<file path="src/rtl/dsi_dist_pkg.sv">
// -----------------------------------------------------------------------------
// dsi_dist_pkg
// Shared types and helpers for the DSI lane distributor.
//   LANE_CNT      : number of physical data lanes (4)
//   BYTE_W        : lane byte width (8)
//   ENTRY_W       : width of one lane FIFO entry ({lp, byte})
//   lane_entry_t  : packed {lp, data[7:0]} FIFO entry
//   dist_state_e  : distributor FSM states
//   clamp_lanes() : maps a raw lane-count register to the effective 1..4
//   lane_wrap()   : folds a lane index that is below 2*N back into 0..N-1
// Optional macro DSI_DIST_ERR_EN adds strb_contiguous() for error reporting.
// -----------------------------------------------------------------------------
package dsi_dist_pkg;

   localparam int unsigned LANE_CNT = 4;
   localparam int unsigned BYTE_W   = 8;
   localparam int unsigned ENTRY_W  = BYTE_W + 1;

   typedef struct packed {
      logic              lp;
      logic [BYTE_W-1:0] data;
   } lane_entry_t;

   typedef enum logic {
      ST_IDLE = 1'b0,
      ST_HOLD = 1'b1
   } dist_state_e;

   function automatic logic [2:0] clamp_lanes(input logic [2:0] raw);
      if (raw == 3'd0) begin
         return 3'd1;
      end else if (raw >= 3'd4) begin
         return 3'd4;
      end else begin
         return raw;
      end
   endfunction

   // Callers guarantee sum < 2*n, so a single conditional subtract is a full
   // modulo; the result is always below n <= 4 and fits two bits.
   function automatic logic [1:0] lane_wrap(input logic [2:0] sum,
                                            input logic [2:0] n);
      logic [2:0] r;
      r = (sum >= n) ? (sum - n) : sum;
      return r[1:0];
   endfunction

`ifdef DSI_DIST_ERR_EN
   // Legal strobes are a run of ones from bit 0 (0,1,3,7,F): adding one to
   // such a value never carries into a set bit.
   function automatic logic strb_contiguous(input logic [3:0] strb);
      return ((strb & (strb + 4'd1)) == 4'd0);
   endfunction
`endif

endpackage

</file>
<file path="src/rtl/dsi_lane_byte_fifo.sv">
// -----------------------------------------------------------------------------
// dsi_lane_byte_fifo
// First-word-fall-through FIFO holding lane_entry_t entries for one lane.
//   clk_phy  in   byte clock
//   rst_n    in   asynchronous active-low reset (clears pointers)
//   wr_i     in   push wdata_i
//   wdata_i  in   entry to push
//   rd_i     in   pop head entry; ignored when empty
//   rdata_o  out  head entry, valid whenever empty_o is low, zero when empty
//   empty_o  out  FIFO empty
//   full_o   out  FIFO full
// A push on a full FIFO succeeds when a pop happens in the same cycle.
// -----------------------------------------------------------------------------
module dsi_lane_byte_fifo
   import dsi_dist_pkg::*;
#(
   parameter int unsigned DEPTH = 16
) (
   input  logic        clk_phy,
   input  logic        rst_n,
   input  logic        wr_i,
   input  lane_entry_t wdata_i,
   input  logic        rd_i,
   output lane_entry_t rdata_o,
   output logic        empty_o,
   output logic        full_o
);

   localparam int unsigned AW = $clog2(DEPTH);

   lane_entry_t mem_q [DEPTH];
   logic [AW:0] wptr_q;
   logic [AW:0] rptr_q;
   logic        do_wr;
   logic        do_rd;

   // Extra pointer MSB distinguishes full from empty when the indices match.
   assign empty_o = (wptr_q == rptr_q);
   assign full_o  = (wptr_q[AW] != rptr_q[AW]) &&
                    (wptr_q[AW-1:0] == rptr_q[AW-1:0]);

   assign do_rd = rd_i & ~empty_o;
   // A full FIFO is never empty, so rd_i alone means a slot frees this cycle.
   assign do_wr = wr_i & (~full_o | rd_i);

   // Masking the head keeps stale memory contents off the port after reset.
   assign rdata_o = empty_o ? '0 : mem_q[rptr_q[AW-1:0]];

   // NOTE: sequential state uses non-blocking assignments so every flop
   // samples the pre-edge values regardless of statement order.
   always_ff @(posedge clk_phy or negedge rst_n) begin
      if (!rst_n) begin
         wptr_q <= '0;
         rptr_q <= '0;
      end else begin
         if (do_wr) wptr_q <= wptr_q + 1'b1;
         if (do_rd) rptr_q <= rptr_q + 1'b1;
      end
   end

   // NOTE: the storage array has no reset; pointers define validity, and a
   // resettable array would cost a flop-based memory for no functional gain.
   always_ff @(posedge clk_phy) begin
      if (do_wr) mem_q[wptr_q[AW-1:0]] <= wdata_i;
   end

endmodule

</file>
<file path="src/rtl/dsi_lane_distributor.sv">
// -----------------------------------------------------------------------------
// dsi_lane_distributor
// Spreads packet bytes round-robin over the active DSI data lanes: byte k of a
// packet goes to lane (k mod N). One 32-bit word is held at a time and
// drained up to N bytes per cycle into four per-lane FWFT FIFOs.
//   clk_phy           in   byte clock, rising edge
//   rst_n             in   asynchronous active-low reset
//   in_valid/in_ready      word handshake (in_ready is combinational)
//   in_data  [31:0]   in   packet bytes, byte0 in [7:0]
//   in_strb  [3:0]    in   byte enables (count of set bits, low bytes first)
//   in_last           in   word ends the packet
//   in_lp             in   LP (1) / HS (0) flag copied into every entry
//   reg_lanes_number  in   active lane count, clamped to 1..4 per packet
//   lanes_fifo_data   out  lane i entry at [i*9+:9], bit 8 = LP flag
//   lanes_fifo_empty  out  per-lane FIFO empty
//   lanes_fifo_read   in   per-lane pop
// Optional macro DSI_DIST_ERR_EN adds err_clear (in) and err_flags[1:0] (out):
//   bit0 sticky on non-contiguous strobe, bit1 sticky on out-of-range lane
//   count at sampling; a set in the same cycle beats err_clear.
// -----------------------------------------------------------------------------
module dsi_lane_distributor
   import dsi_dist_pkg::*;
#(
   parameter int unsigned FIFO_DEPTH = 16
) (
   input  logic                           clk_phy,
   input  logic                           rst_n,
`ifdef DSI_DIST_ERR_EN
   input  logic                           err_clear,
   output logic [1:0]                     err_flags,
`endif
   input  logic                           in_valid,
   output logic                           in_ready,
   input  logic [31:0]                    in_data,
   input  logic [3:0]                     in_strb,
   input  logic                           in_last,
   input  logic                           in_lp,
   input  logic [2:0]                     reg_lanes_number,
   output logic [LANE_CNT*ENTRY_W-1:0]    lanes_fifo_data,
   output logic [LANE_CNT-1:0]            lanes_fifo_empty,
   input  logic [LANE_CNT-1:0]            lanes_fifo_read
);

   dist_state_e state_q, state_d;
   logic [31:0] word_q, word_d;
   logic [2:0]  cnt_q, cnt_d;       // valid bytes in the held word (0..4)
   logic        last_q, last_d;
   logic        lp_q, lp_d;
   logic [1:0]  bp_q, bp_d;         // next byte of the held word to drain
   logic [1:0]  lp_ptr_q, lp_ptr_d; // lane receiving that byte
   logic [2:0]  n_q, n_d;           // effective lane count for this packet
   logic        sop_q, sop_d;       // next accepted word starts a packet

   logic [2:0]          rem;
   logic [2:0]          nwr;
   logic [LANE_CNT-1:0] tgt;
   logic [LANE_CNT-1:0] lane_full;
   logic [LANE_CNT-1:0] lane_wr;
   lane_entry_t         lane_wdata [LANE_CNT];
   logic [1:0]          lane_sel;
   logic [1:0]          byte_sel;
   logic [1:0]          ptr_next;
   logic                holding;
   logic                stall;
   logic                final_drain;
   logic                hs;
   logic                n_sample;

   assign holding = (state_q == ST_HOLD);
   assign rem     = cnt_q - {1'b0, bp_q};
   assign nwr     = (rem < n_q) ? rem : n_q;

   // Byte bp+j goes to lane (lp_ptr+j) mod N; nwr <= N keeps lanes distinct.
   // NOTE: every combinational output gets a default before any branch so no
   // path leaves it unassigned and no latch is inferred.
   always_comb begin
      tgt      = '0;
      lane_sel = '0;
      byte_sel = '0;
      for (int l = 0; l < LANE_CNT; l++) lane_wdata[l] = '0;
      for (int j = 0; j < LANE_CNT; j++) begin
         if (3'(j) < nwr) begin
            lane_sel           = lane_wrap({1'b0, lp_ptr_q} + 3'(j), n_q);
            byte_sel           = bp_q + 2'(j);
            tgt[lane_sel]      = 1'b1;
            lane_wdata[lane_sel] = '{lp: lp_q,
                                     data: word_q[{byte_sel, 3'b000} +: BYTE_W]};
         end
      end
   end

   // All-or-nothing: one blocked lane holds back the whole group. A pop on a
   // full lane in the same cycle frees the slot, so it does not stall.
   assign stall       = holding && |(tgt & lane_full & ~lanes_fifo_read);
   assign final_drain = holding && !stall && (nwr == rem);
   assign in_ready    = (state_q == ST_IDLE) || final_drain;
   assign hs          = in_valid && in_ready;
   assign lane_wr     = (holding && !stall) ? tgt : '0;
   assign n_sample    = hs && (state_q == ST_IDLE) && sop_q;
   assign ptr_next    = lane_wrap({1'b0, lp_ptr_q} + nwr, n_q);

   always_comb begin
      state_d  = state_q;
      word_d   = word_q;
      cnt_d    = cnt_q;
      last_d   = last_q;
      lp_d     = lp_q;
      bp_d     = bp_q;
      lp_ptr_d = lp_ptr_q;
      n_d      = n_q;
      sop_d    = sop_q;

      if (holding && !stall) begin
         if (final_drain) begin
            state_d  = ST_IDLE;
            bp_d     = '0;
            // Packets always restart on lane 0, even after a zero-strobe word.
            lp_ptr_d = last_q ? 2'd0 : ptr_next;
         end else begin
            // Not final means nwr < rem <= 4, so nwr fits in two bits.
            bp_d     = bp_q + nwr[1:0];
            lp_ptr_d = ptr_next;
         end
      end

      if (hs) begin
         state_d = ST_HOLD;
         word_d  = in_data;
         cnt_d   = 3'($countones(in_strb));
         last_d  = in_last;
         lp_d    = in_lp;
         bp_d    = '0;
         sop_d   = in_last;
         if (n_sample) n_d = clamp_lanes(reg_lanes_number);
      end
   end

   always_ff @(posedge clk_phy or negedge rst_n) begin
      if (!rst_n) begin
         state_q  <= ST_IDLE;
         word_q   <= '0;
         cnt_q    <= '0;
         last_q   <= 1'b0;
         lp_q     <= 1'b0;
         bp_q     <= '0;
         lp_ptr_q <= '0;
         n_q      <= 3'd1;
         sop_q    <= 1'b1;
      end else begin
         state_q  <= state_d;
         word_q   <= word_d;
         cnt_q    <= cnt_d;
         last_q   <= last_d;
         lp_q     <= lp_d;
         bp_q     <= bp_d;
         lp_ptr_q <= lp_ptr_d;
         n_q      <= n_d;
         sop_q    <= sop_d;
      end
   end

`ifdef DSI_DIST_ERR_EN
   logic [1:0] err_q, err_d, err_set;

   always_comb begin
      err_set    = '0;
      err_set[0] = hs && !strb_contiguous(in_strb);
      err_set[1] = n_sample &&
                   ((reg_lanes_number == 3'd0) || (reg_lanes_number > 3'd4));
      err_d      = (err_clear ? 2'b00 : err_q) | err_set;
   end

   always_ff @(posedge clk_phy or negedge rst_n) begin
      if (!rst_n) err_q <= '0;
      else        err_q <= err_d;
   end

   assign err_flags = err_q;
`endif

   for (genvar g = 0; g < LANE_CNT; g++) begin : g_lane
      lane_entry_t rdata;

      dsi_lane_byte_fifo #(.DEPTH(FIFO_DEPTH)) u_fifo (
         .clk_phy (clk_phy),
         .rst_n   (rst_n),
         .wr_i    (lane_wr[g]),
         .wdata_i (lane_wdata[g]),
         .rd_i    (lanes_fifo_read[g]),
         .rdata_o (rdata),
         .empty_o (lanes_fifo_empty[g]),
         .full_o  (lane_full[g])
      );

      assign lanes_fifo_data[g*ENTRY_W +: ENTRY_W] = rdata;
   end

endmodule

</file>
<file path="config.mk">
export PLATFORM = sky130hd
export DESIGN_NAME = dsi_lane_distributor
export DESIGN_NICKNAME = d
export VERILOG_FILES = /design/src/rtl/dsi_dist_pkg.sv /design/src/rtl/dsi_lane_byte_fifo.sv /design/src/rtl/dsi_lane_distributor.sv
export SDC_FILE = /design/constraint.sdc
export NUM_CORES = 1
export LEC_CHECK = 0
export CORE_UTILIZATION = 45
export DETAILED_ROUTE_END_ITERATION = 8
export DONT_BUFFER_PORTS = 1
export PLACE_DENSITY_LB_ADDON = 0.15
export SLEW_MARGIN = 10
export SYNTH_ARGS = -nofsm -noshare
export SYNTH_HDL_FRONTEND = slang
export SYNTH_SLANG_ARGS = --single-unit
export TNS_END_PERCENT = 30
</file>
<file path="constraint.sdc">
create_clock -name clk_phy -period 4.63 [get_ports clk_phy]
set_input_delay 0.463 -clock clk_phy [delete_from_list [all_inputs] [get_ports clk_phy]]
set_output_delay 0.463 -clock clk_phy [all_outputs]
set_load 0.02 [all_outputs]
</file>
==> run_results.csv, run 1 <==
group,metric,value,unit
synthesis,synth_edf_count,576,
synthesis,syn_avg_cell_area,16.4,um^2
floorplan,ios,89,
run_status,status,"complete, no violations",
timing,maxSlewViolCount,0,
layout,design_area,0.0344,mm^2
synthesis,ys_types,68,
synthesis,synth.most_common_cell,"edfxtp_1",
floorplan,dieArea,0.0672,mm^2
synthesis,synth_area_leaders,"edfxtp_1, mux4_2, dfrtp_1",
route,first_iter_violations,1606,
floorplan,initial_core_util,45.8,%
timing,clock_skew,0.0323,ns
synthesis,syn_nets,1910,
synthesis,yosysWarnings,0,
clock_tree,root_buffer,"clkbuf_16",
synthesis,synth_top_area_share,58.1,%
route,ant_nets,0,
synthesis,syn-cell-area,0.0298,mm^2
synthesis,synthCells,1817,
grt,antenna_found_initial,2,
route,wl_met1,30800,um
timing,maxSlewHeadroom,16.7,%
clock_tree,cts_inserted_buffers,70,
route,drc,0,
critical_path,crit_type,"reg2out",
min_path,hp-start,"in_data[0]",
layout,area_growth,15.7,%
floorplan,dieWidth,259,um
synthesis,synth_ff_type,"edfxtp_1",
grt,grt_max_degree,87,
route,wl_per_cell,24.5,um
clock_tree,cts_buffer_depth,3,
critical_path,cp-startpoint,"cnt_q[0]",
synthesis,ys_seq_area_share,65.3,%
layout,layout-drive-gt1-share,25.2,%
route,wl_met3,4520,um
floorplan,row_count,93,
grt,gr-usage-all-layers,21.3,%
route,highest_layer,"met5",
timing,finalCriticalPeriod,4.54,ns
critical_path,crit_required,4.17,ns
route,num_vias,17123,
critical_path,worstSetupStartpointType,"flip-flop",
route,drt-total-wl,70400,um
job,maxCapViolCount,0,
route,vias_per_cell,5.96,
timing,setup_violations,0,
placed_design,place_area,0.0315,mm^2
clock_tree,cts_sinks,662,
min_path,hp-class,"in2reg",
placed_design,dp_hpwl,44600,um
clock_tree,clock_latency,0.61,ns
clock_tree,cts_tree,"yes",
grt,grt_pass1_vias,17166,
timing,fmax,220,MHz
critical_path,cp-end-kind,"primary output",
placed_design,place.port_buffers,0,
clock_tree,htreeDepth,3,
grt,grt_overflow_total,0,
timing,period_share,98.1,%
grt,grt_pass1_wl,107000,um
critical_path,r2r-start,"cnt_q[0]",
floorplan,core,0.0649,mm^2
timing,hold_viol_final,0,
synthesis,yosys-top-cells-count,"edfxtp_1, mux4_2, nand2_1, dfrtp_1, nand3_1",
placed_design,place_congestion,0.857,
floorplan,die_y,259,um
layout,fin_nets,2059,
route,met2_length,33800,um
clock_tree,clk_pin_slew,0.06,ns
synthesis,synth-seq-cells,662,
critical_path,worstPathMaxFanout,6,
timing,worst_pin_slew,1.24,ns
critical_path,worstPathArrival,4.08,ns
synthesis,ys_async_sr_fraction,13.0,%
synthesis,post-synth-top-area-cell,"edfxtp_1",
route,drt-pass1-iter-count,6,
-- cell families (layout without fill, tap and decap cells) --
logic type      Yosys count  in the layout  share of synthesized area, %
xor+xnor                 60             60                          1.77
other cells               0              1                             0
simple gates            427            427                          7.46
fa+ha+maj                45             45                          1.97
compound gates          226            226                          5.55
flops                   662            662                          65.3
mux                     244            244                          15.9
buf+inv                 153            355                          2.04
-- layout make-up --
type	count	area (um^2)
fillers	5260	30500
flip-flops and latches	662	19500
multi-input cells	1002	9910
clock buffers	96	1940
repair buffers	193	1580
well taps	855	1070
clock inverters	29	342
inverters	37	139
diodes	1	2.50
-- flip-flops by register name (all words and copies together), names as in the netlist, 2 cells and up --
| register | count |
|---|---|
| cnt_q | 3 |
| g_lane.u_fifo.mem_q | 576 |
| n_q | 3 |
| g_lane.u_fifo.rptr_q | 20 |
| lp_ptr_q | 2 |
| bp_q | 2 |
| word_q | 32 |
| g_lane.u_fifo.wptr_q | 20 |
-- cells in the final DEF (no fill, tap or decap), drive strengths merged, types with 42 or more instances in the layout --
cell,n
nand4,56
nor2,72
clkbuf,96
dfrtp,84
buf,157
nor2b,43
o21ai,64
nand2,89
xnor2,53
edfxtp,576
ha,42
mux4,180
nand3,77
-- what timing repair did --
item | in CTS | in global routing
hold buffers | 37 | 0
pin swaps | 6 | 13
setup buffers | 5 | 12
setup endpoints to repair | 1 | 9
hold endpoints to repair | 114 | 0
gates resized for setup | 13 | 18
-- path summary, 6_finish.rpt --
path	endpoint	slack (ns)	depth (start not counted)
setup / recovery	in_ready	0.09	15
hold / removal	word_q[0]	0.03	2
setup reg to reg	word_q[14]	0.21	18
hold reg to reg	g_lane[1].u_fifo.wptr_q[4]	0.49	1
max in group asynchronous	g_lane[1].u_fifo.rptr_q[0]	3.63	2
min in group asynchronous	word_q[24]	0.49	2
-- worst max-delay path, stage by stage (launching register included) --
cell	delay, ns
dfrtp_1	0.40
inv_2	0.07
ha_1	0.13
inv_1	0.05
fa_2	0.40
xnor2_4	0.22
ha_4	0.25
a21oi_4	0.19
o21ai_4	0.11
buf_6	0.14
mux2i_4	0.20
a32oi_2	0.35
a41oi_4	0.16
or4_4	0.49
o21ai_2	0.17
buf_6	0.15
-- stage by stage --
stage | util (%) | setup WS (ns) | TNS, ns | hold WS (ns) | cells
after floorplan | - | -0.0221 | -0.706 | 0.167 | 1817
after global placement | 48.5 | 0.217 | 0 | 0.173 | 2695
after detailed placement | 48.5 | 0.111 | 0 | 0.172 | 2695
after CTS | 52.8 | 0.000235 | 0 | 0.000299 | 2862
after global routing | 53.0 | -0.0114 | -0.0114 | 0.0149 | 2875
final | 53.0 | 0.0864 | 0 | 0.0326 | 2875
-- layer usage --
layer  vias to the layer above  GRT usage [%]
li1                       7639              -
met1                      8842           30.4
met2                       550           33.6
met3                        90           3.82
met4                         2           5.87
met5                         -              0
Power of run 1 is left out: the tool's default activity adds up to more than one toggle a clock period on the data nets, which glitch-free logic cannot reach.
==> run 2, diff against run 1 <==
--- a/config.mk
+++ b/config.mk
@@ -5,6 +5,8 @@
 export SDC_FILE = /design/constraint.sdc
 export NUM_CORES = 1
 export LEC_CHECK = 0
+export CELL_PAD_IN_SITES_DETAIL_PLACEMENT = 0
+export CELL_PAD_IN_SITES_GLOBAL_PLACEMENT = 1
 export CORE_UTILIZATION = 45
 export DETAILED_ROUTE_END_ITERATION = 8
 export DONT_BUFFER_PORTS = 1
==> run 2 against run 1 <==
  * Routed wire length up 0.77%
  * Largest cell class unchanged
  * Count of clock-buffer cells in the layout down 3
  * Final cell count up 0.52%
  * Sequential cell count unchanged
==> run_results.csv, run 2 (synthesized netlist as in run 1, its figures left out) <==
group,metric,value,unit
clock_tree,cts_sinks,662,
timing,clock_skew,0.0249,ns
critical_path,crit_required,4.17,ns
critical_path,cp_slowest_cell,"or4_4",
timing,rsz0062_at_grt,"false",
floorplan,row_count,93,
placed_design,dp_hpwl,46500,um
layout,layout-drive-gt1-share,25.5,%
route,wl_per_cell,24.6,um
placed_design,place_area,0.0315,mm^2
floorplan,die_y,259,um
route,vias_per_cell,5.91,
critical_path,worstPathMaxFanout,7,
critical_path,critPathTopFamily,"simple AND/OR/NAND/NOR gates",
floorplan,initial_core_util,45.8,%
timing,finalCriticalPeriod,4.47,ns
grt,grt_pass1_wl,109000,um
floorplan,dieWidth,259,um
grt,grt_pass1_vias,17379,
layout,fillers,5274,
layout,layout_commonest_cell,"edfxtp_1",
timing,period_share,96.6,%
layout,design_area,0.0345,mm^2
clock_tree,clk_pin_slew,0.06,ns
floorplan,core,0.0649,mm^2
route,drt-pass1-iter-count,5,
floorplan,dieArea,0.0672,mm^2
route,drc,0,
route,num_vias,17089,
timing,fmax,224,MHz
critical_path,r2r.worst_path.cells,16,
critical_path,worstPathArrival,4.01,ns
timing,maxSlewHeadroom,20.6,%
timing,maxSlewViolCount,0,
critical_path,path_cells,"inv_1 -> ha_1 -> inv_1 -> fa_2 -> xnor2_2 -> ha_2 -> or2_1 -> nor2_1 -> mux2_2 -> o31a_1 -> a31oi_4 -> or4_4 -> o21ai_1 -> buf_4",
placed_design,place_congestion,0.804,
clock_tree,cts_inserted_buffers,71,
layout,fin_nets,2070,
critical_path,crit_type,"reg2out",
clock_tree,root_buffer,"clkbuf_16",
layout,layout.cells.non_filler,2890,
timing,worst_pin_slew,1.18,ns
critical_path,cp-end-kind,"primary output",
placed_design,place.port_buffers,0,
min_path,hp-class,"in2reg",
layout,largest_reg_flops,576,
layout,area_growth,16.0,%
critical_path,cpMostUsedCell,"inv_1",
timing,setup_violations,0,
timing,hold_viol_final,0,
clock_tree,cts_buffer_depth,3,
clock_tree,htreeDepth,3,
critical_path,regToRegSetupSlack,0.25,ns
critical_path,crit_cells,14,
critical_path,worstSetupStartpointType,"flip-flop",
grt,antenna_found_initial,5,
placed_design,post-place-cells,2703,
floorplan,ios,89,
critical_path,path_buf_inv,3,
clock_tree,cts_tree,"yes",
layout,utilization,53.2,%
min_path,hold_depth,2,
grt,grt_max_degree,87,
job,maxCapViolCount,0,
route,first_iter_violations,1470,
route,ant_nets,0,
run_status,status,"complete, no violations",
layout,layout_common_cells,"edfxtp_1, mux4_2, buf_4",
critical_path,critical-path-max-stage-delay,0.58,ns
grt,grt_overflow_total,0,
clock_tree,clock_latency,0.61,ns
grt,gr-usage-all-layers,21.6,%
route,drt-total-wl,71000,um
-- run 2: changes by cell type in the layout (fill, tap and decap cells not counted), sizes merged --
| cell | delta |
|---|---|
| buf | +6 |
| bufinv | +1 |
| clkbuf | -3 |
| clkinv | +1 |
| clkinvlp | +4 |
| diode | +2 |
| dlygate4sd3 | +4 |
-- run 2: layout make-up --
type	instances	area (um^2)	area share, %
sequential	662	19500	56.4
multi-input combinational	1002	9860	28.6
clock buffer	93	1930	5.60
timing repair buffer	203	1660	4.80
tap	855	1070	3.10
clock inverter	35	394	1.14
inverter	37	139	0.402
antenna	3	7.51	0.0217
-- run 2: path summary, 6_finish.rpt --
path                       startpoint                      endpoint
max                          cnt_q[0]                      in_ready
min reg2reg                     sop_q                         sop_q
min                        in_data[6]                     word_q[6]
min in group asynchronous       rst_n    g_lane[1].u_fifo.wptr_q[2]
max in group asynchronous       rst_n                       holding
max reg2reg                  cnt_q[0]  g_lane[2].u_fifo.mem_q[2][1]
-- run 2: metal layers --
metal,track usage [%],up-vias,part of all wire [%]
li1,-,7655,-
met1,31.5,8838,45
met5,0,-,0.018
met2,33.8,507,48
met4,5.13,2,1.8
met3,3.88,87,5.9
-- run 2: timing repair --
action | in CTS | in global routing
cloned | 0 | 0
gates resized for setup | 8 | 9
pin swaps | 6 | 4
setup buffers | 6 | 9
hold endpoints to repair | 120 | 0
setup endpoints to repair | 1 | 85
hold buffers | 41 | 0
-- run 2: worst register-to-register path, cell delays in order (launching register included) --
cell and delay (ns):
dfrtp_1 0.36, inv_1 0.06, ha_1 0.19, inv_1 0.07
fa_2 0.49, ha_1 0.34, nand2_1 0.13, o21ai_4 0.25
mux2_2 0.42, o31a_1 0.36, buf_4 0.16, a31o_2 0.25
nor4_4 0.19, buf_4 0.22, nand2_1 0.18, nor3_1 0.18
buf_4 0.23
-- run 2: stage by stage --
| stage | setup WS, ns | hold slack, ns | setup TNS [ns] |
|---|---|---|---|
| finish | 0.156 | 0.0284 | 0 |
| detailed placement | 0.108 | 0.175 | 0 |
| floorplan | -0.0221 | 0.167 | -0.706 |
| CTS | 0.0205 | 0.00108 | 0 |
| global placement | 0.225 | 0.175 | 0 |
| global route | 0.00469 | 0.0160 | 0 |
Power of run 2 is left out for the same reason.
==> run 3, diff against run 2 <==
--- a/config.mk
+++ b/config.mk
@@ -5,8 +5,8 @@
 export SDC_FILE = /design/constraint.sdc
 export NUM_CORES = 1
 export LEC_CHECK = 0
-export CELL_PAD_IN_SITES_DETAIL_PLACEMENT = 0
-export CELL_PAD_IN_SITES_GLOBAL_PLACEMENT = 1
+export CELL_PAD_IN_SITES_DETAIL_PLACEMENT = 2
+export CELL_PAD_IN_SITES_GLOBAL_PLACEMENT = 2
 export CORE_UTILIZATION = 45
 export DETAILED_ROUTE_END_ITERATION = 8
 export DONT_BUFFER_PORTS = 1
==> constraint.sdc (replaced) <==
create_clock -name clk_phy -period 5.25 [get_ports clk_phy]
set_input_delay 0.525 -clock clk_phy [delete_from_list [all_inputs] [get_ports clk_phy]]
set_output_delay 0.525 -clock clk_phy [all_outputs]
set_load 0.02 [all_outputs]
==> run 3 against run 2 <==
  * Final area is 2.4% lower
  * Setup slack better by 0.13 ns
  * Utilization is 1.3 points lower
  * Worst hold slack better by 0.026 ns
  * Clock skew is 0.0028 ns lower
  * Via count is 2.7% higher
==> run_results.csv, run 3 (synthesized netlist as in run 1, its figures left out) <==
group,metric,value,unit
critical_path,r2r.worst_path.cells,14,
critical_path,worstPathArrival,4.44,ns
critical_path,cp-startpoint,"cnt_q[0]",
clock_tree,cts_sinks,662,
clock_tree,clk_pin_slew,0.06,ns
route,vias_per_cell,6.27,
grt,grt_pass1_wl,131000,um
route,num_vias,17558,
route,drt-total-wl,88800,um
floorplan,dieWidth,259,um
critical_path,crit_type,"reg2out",
critical_path,cp_slowest_cell,"or4_4",
floorplan,dieArea,0.0672,mm^2
critical_path,crit_end,"in_ready",
timing,setup_violations,0,
floorplan,ios,89,
timing,worst_pin_slew,1.38,ns
critical_path,critical-path-max-stage-delay,0.65,ns
placed_design,place_congestion,0.885,
critical_path,crit_cells,13,
clock_tree,cts_buffer_depth,3,
timing,fmax,201,MHz
timing,maxSlewViolCount,0,
grt,gr-usage-all-layers,26.8,%
floorplan,initial_core_util,45.8,%
layout,layout_commonest_cell,"edfxtp_1",
timing,setup_tns,0,ns
clock_tree,cts_tree,"yes",
critical_path,r2r-end,"g_lane[0].u_fifo.mem_q[8][1]",
clock_tree,htreeDepth,3,
critical_path,critPathTopFamily,"compound AO/OA/AOI/OAI gates",
timing,hold_viol_final,0,
run_status,status,"complete, no violations",
placed_design,dp_hpwl,58900,um
timing,maxSlewHeadroom,7.20,%
grt,grt_max_degree,87,
layout,layout_common_cells,"edfxtp_1, mux4_2, buf_4",
critical_path,regToRegSetupSlack,0.32,ns
route,first_iter_violations,1237,
grt,antenna_found_initial,1,
timing,worst_slack,0.285,ns
floorplan,core,0.0649,mm^2
critical_path,cp-end-kind,"primary output",
layout,layout-drive-gt1-share,23.9,%
critical_path,crit_required,4.72,ns
floorplan,die_y,259,um
floorplan,row_count,93,
timing,clock_skew,0.0220,ns
placed_design,pre_cts_slack,0.196,ns
clock_tree,cts_inserted_buffers,72,
grt,grt_overflow_total,0,
layout,utilization,51.9,%
clock_tree,root_buffer,"clkbuf_16",
route,drt-pass1-iter-count,5,
timing,period_share,94.6,%
critical_path,worstPathMaxFanout,5,
grt,grt_pass1_vias,19142,
job,maxCapViolCount,0,
layout,fillers,5809,
critical_path,r2r-start,"cnt_q[0]",
timing,rsz0062_at_grt,"false",
timing,finalCriticalPeriod,4.96,ns
layout,largest_reg_flops,576,
placed_design,place.port_buffers,0,
clock_tree,post-cts-setup-buffers,0,
min_path,hold_depth,1,
route,drc,0,
route,wl_per_cell,31.7,um
layout,fin_nets,1984,
min_path,hp-class,"in2reg",
critical_path,worstSetupStartpointType,"flip-flop",
layout,area_growth,13.2,%
critical_path,path_cells,"inv_1 -> ha_1 -> inv_1 -> fa_1 -> xnor2_1 -> ha_1 -> a21oi_2 -> o211ai_1 -> o21a_1 -> a32oi_2 -> a41oi_4 -> or4_4 -> o21ai_4",
critical_path,path_buf_inv,2,
route,ant_nets,0,
clock_tree,clock_latency,0.62,ns
-- run 3: per-layer routing --
| layer | share of wire [%] | vias to the layer above | GRT usage, % | wire [um] |
|---|---|---|---|---|
| met2 | 53 | 451 | 47.6 | 47000 |
| met4 | 3.0 | 0 | 8.59 | 2650 |
| li1 | - | 7463 | - | - |
| met5 | 0 | - | 0 | 0 |
| met3 | 3.7 | 141 | 3.34 | 3330 |
| met1 | 40 | 9503 | 34.0 | 35900 |
-- run 3: area by class of cell --
cell class	count	area, um^2	area share, %
repair buffers	116	900	2.67
multi-input cells	1002	9780	29.0
clock buffers	97	2020	5.99
well taps	855	1070	3.17
diodes	2	5.00	0.0148
clock inverters	30	337	0.999
flip-flops and latches	662	19500	57.7
inverters	37	139	0.412
-- run 3: stage by stage --
step | area, um^2 | instances | hold WS [ns]
floorplan | 29800 | 1817 | 0.229
global placement | 31200 | 2668 | 0.234
detailed placement | 31200 | 2668 | 0.235
CTS | 33700 | 2798 | 0.0281
global route | 33700 | 2801 | 0.0564
finish | 33700 | 2801 | 0.0543
-- run 3: worst min-delay path by stage --
| stage | start | endpoint | slack (ns) |
|---|---|---|---|
| 4_1_cts | reg_lanes_number[2] | n_q[2] | 0.03 |
| 6_report | reg_lanes_number[2] | n_q[2] | 0.05 |
| 3_5_place_dp | rst_n | word_q[23] | 0.24 |
| 3_3_place_gp | rst_n | word_q[23] | 0.23 |
| 2_1_floorplan | rst_n | bp_q[0] | 0.23 |
| 5_1_grt | reg_lanes_number[2] | n_q[2] | 0.06 |
-- run 3: repair_timing --
item / in CTS / in global routing
setup endpoints to repair: 1 / 1
gates resized for setup: 3 / 2
hold endpoints to repair: 87 / 0
hold buffers: 3 / 0
-- run 3: worst register-to-register path: stages, from the launching register on --
cell,delay [ns]
dfrtp_1,0.39
inv_1,0.09
ha_1,0.15
inv_1,0.05
fa_1,0.58
ha_1,0.37
nand2_1,0.13
o21a_1,0.27
o221ai_2,0.49
o31a_1,0.32
a31oi_4,0.19
nor4_4,0.58
nand2_1,0.26
nor2_1,0.52
buf_4,0.26
Power of run 3 is left out for the same reason.
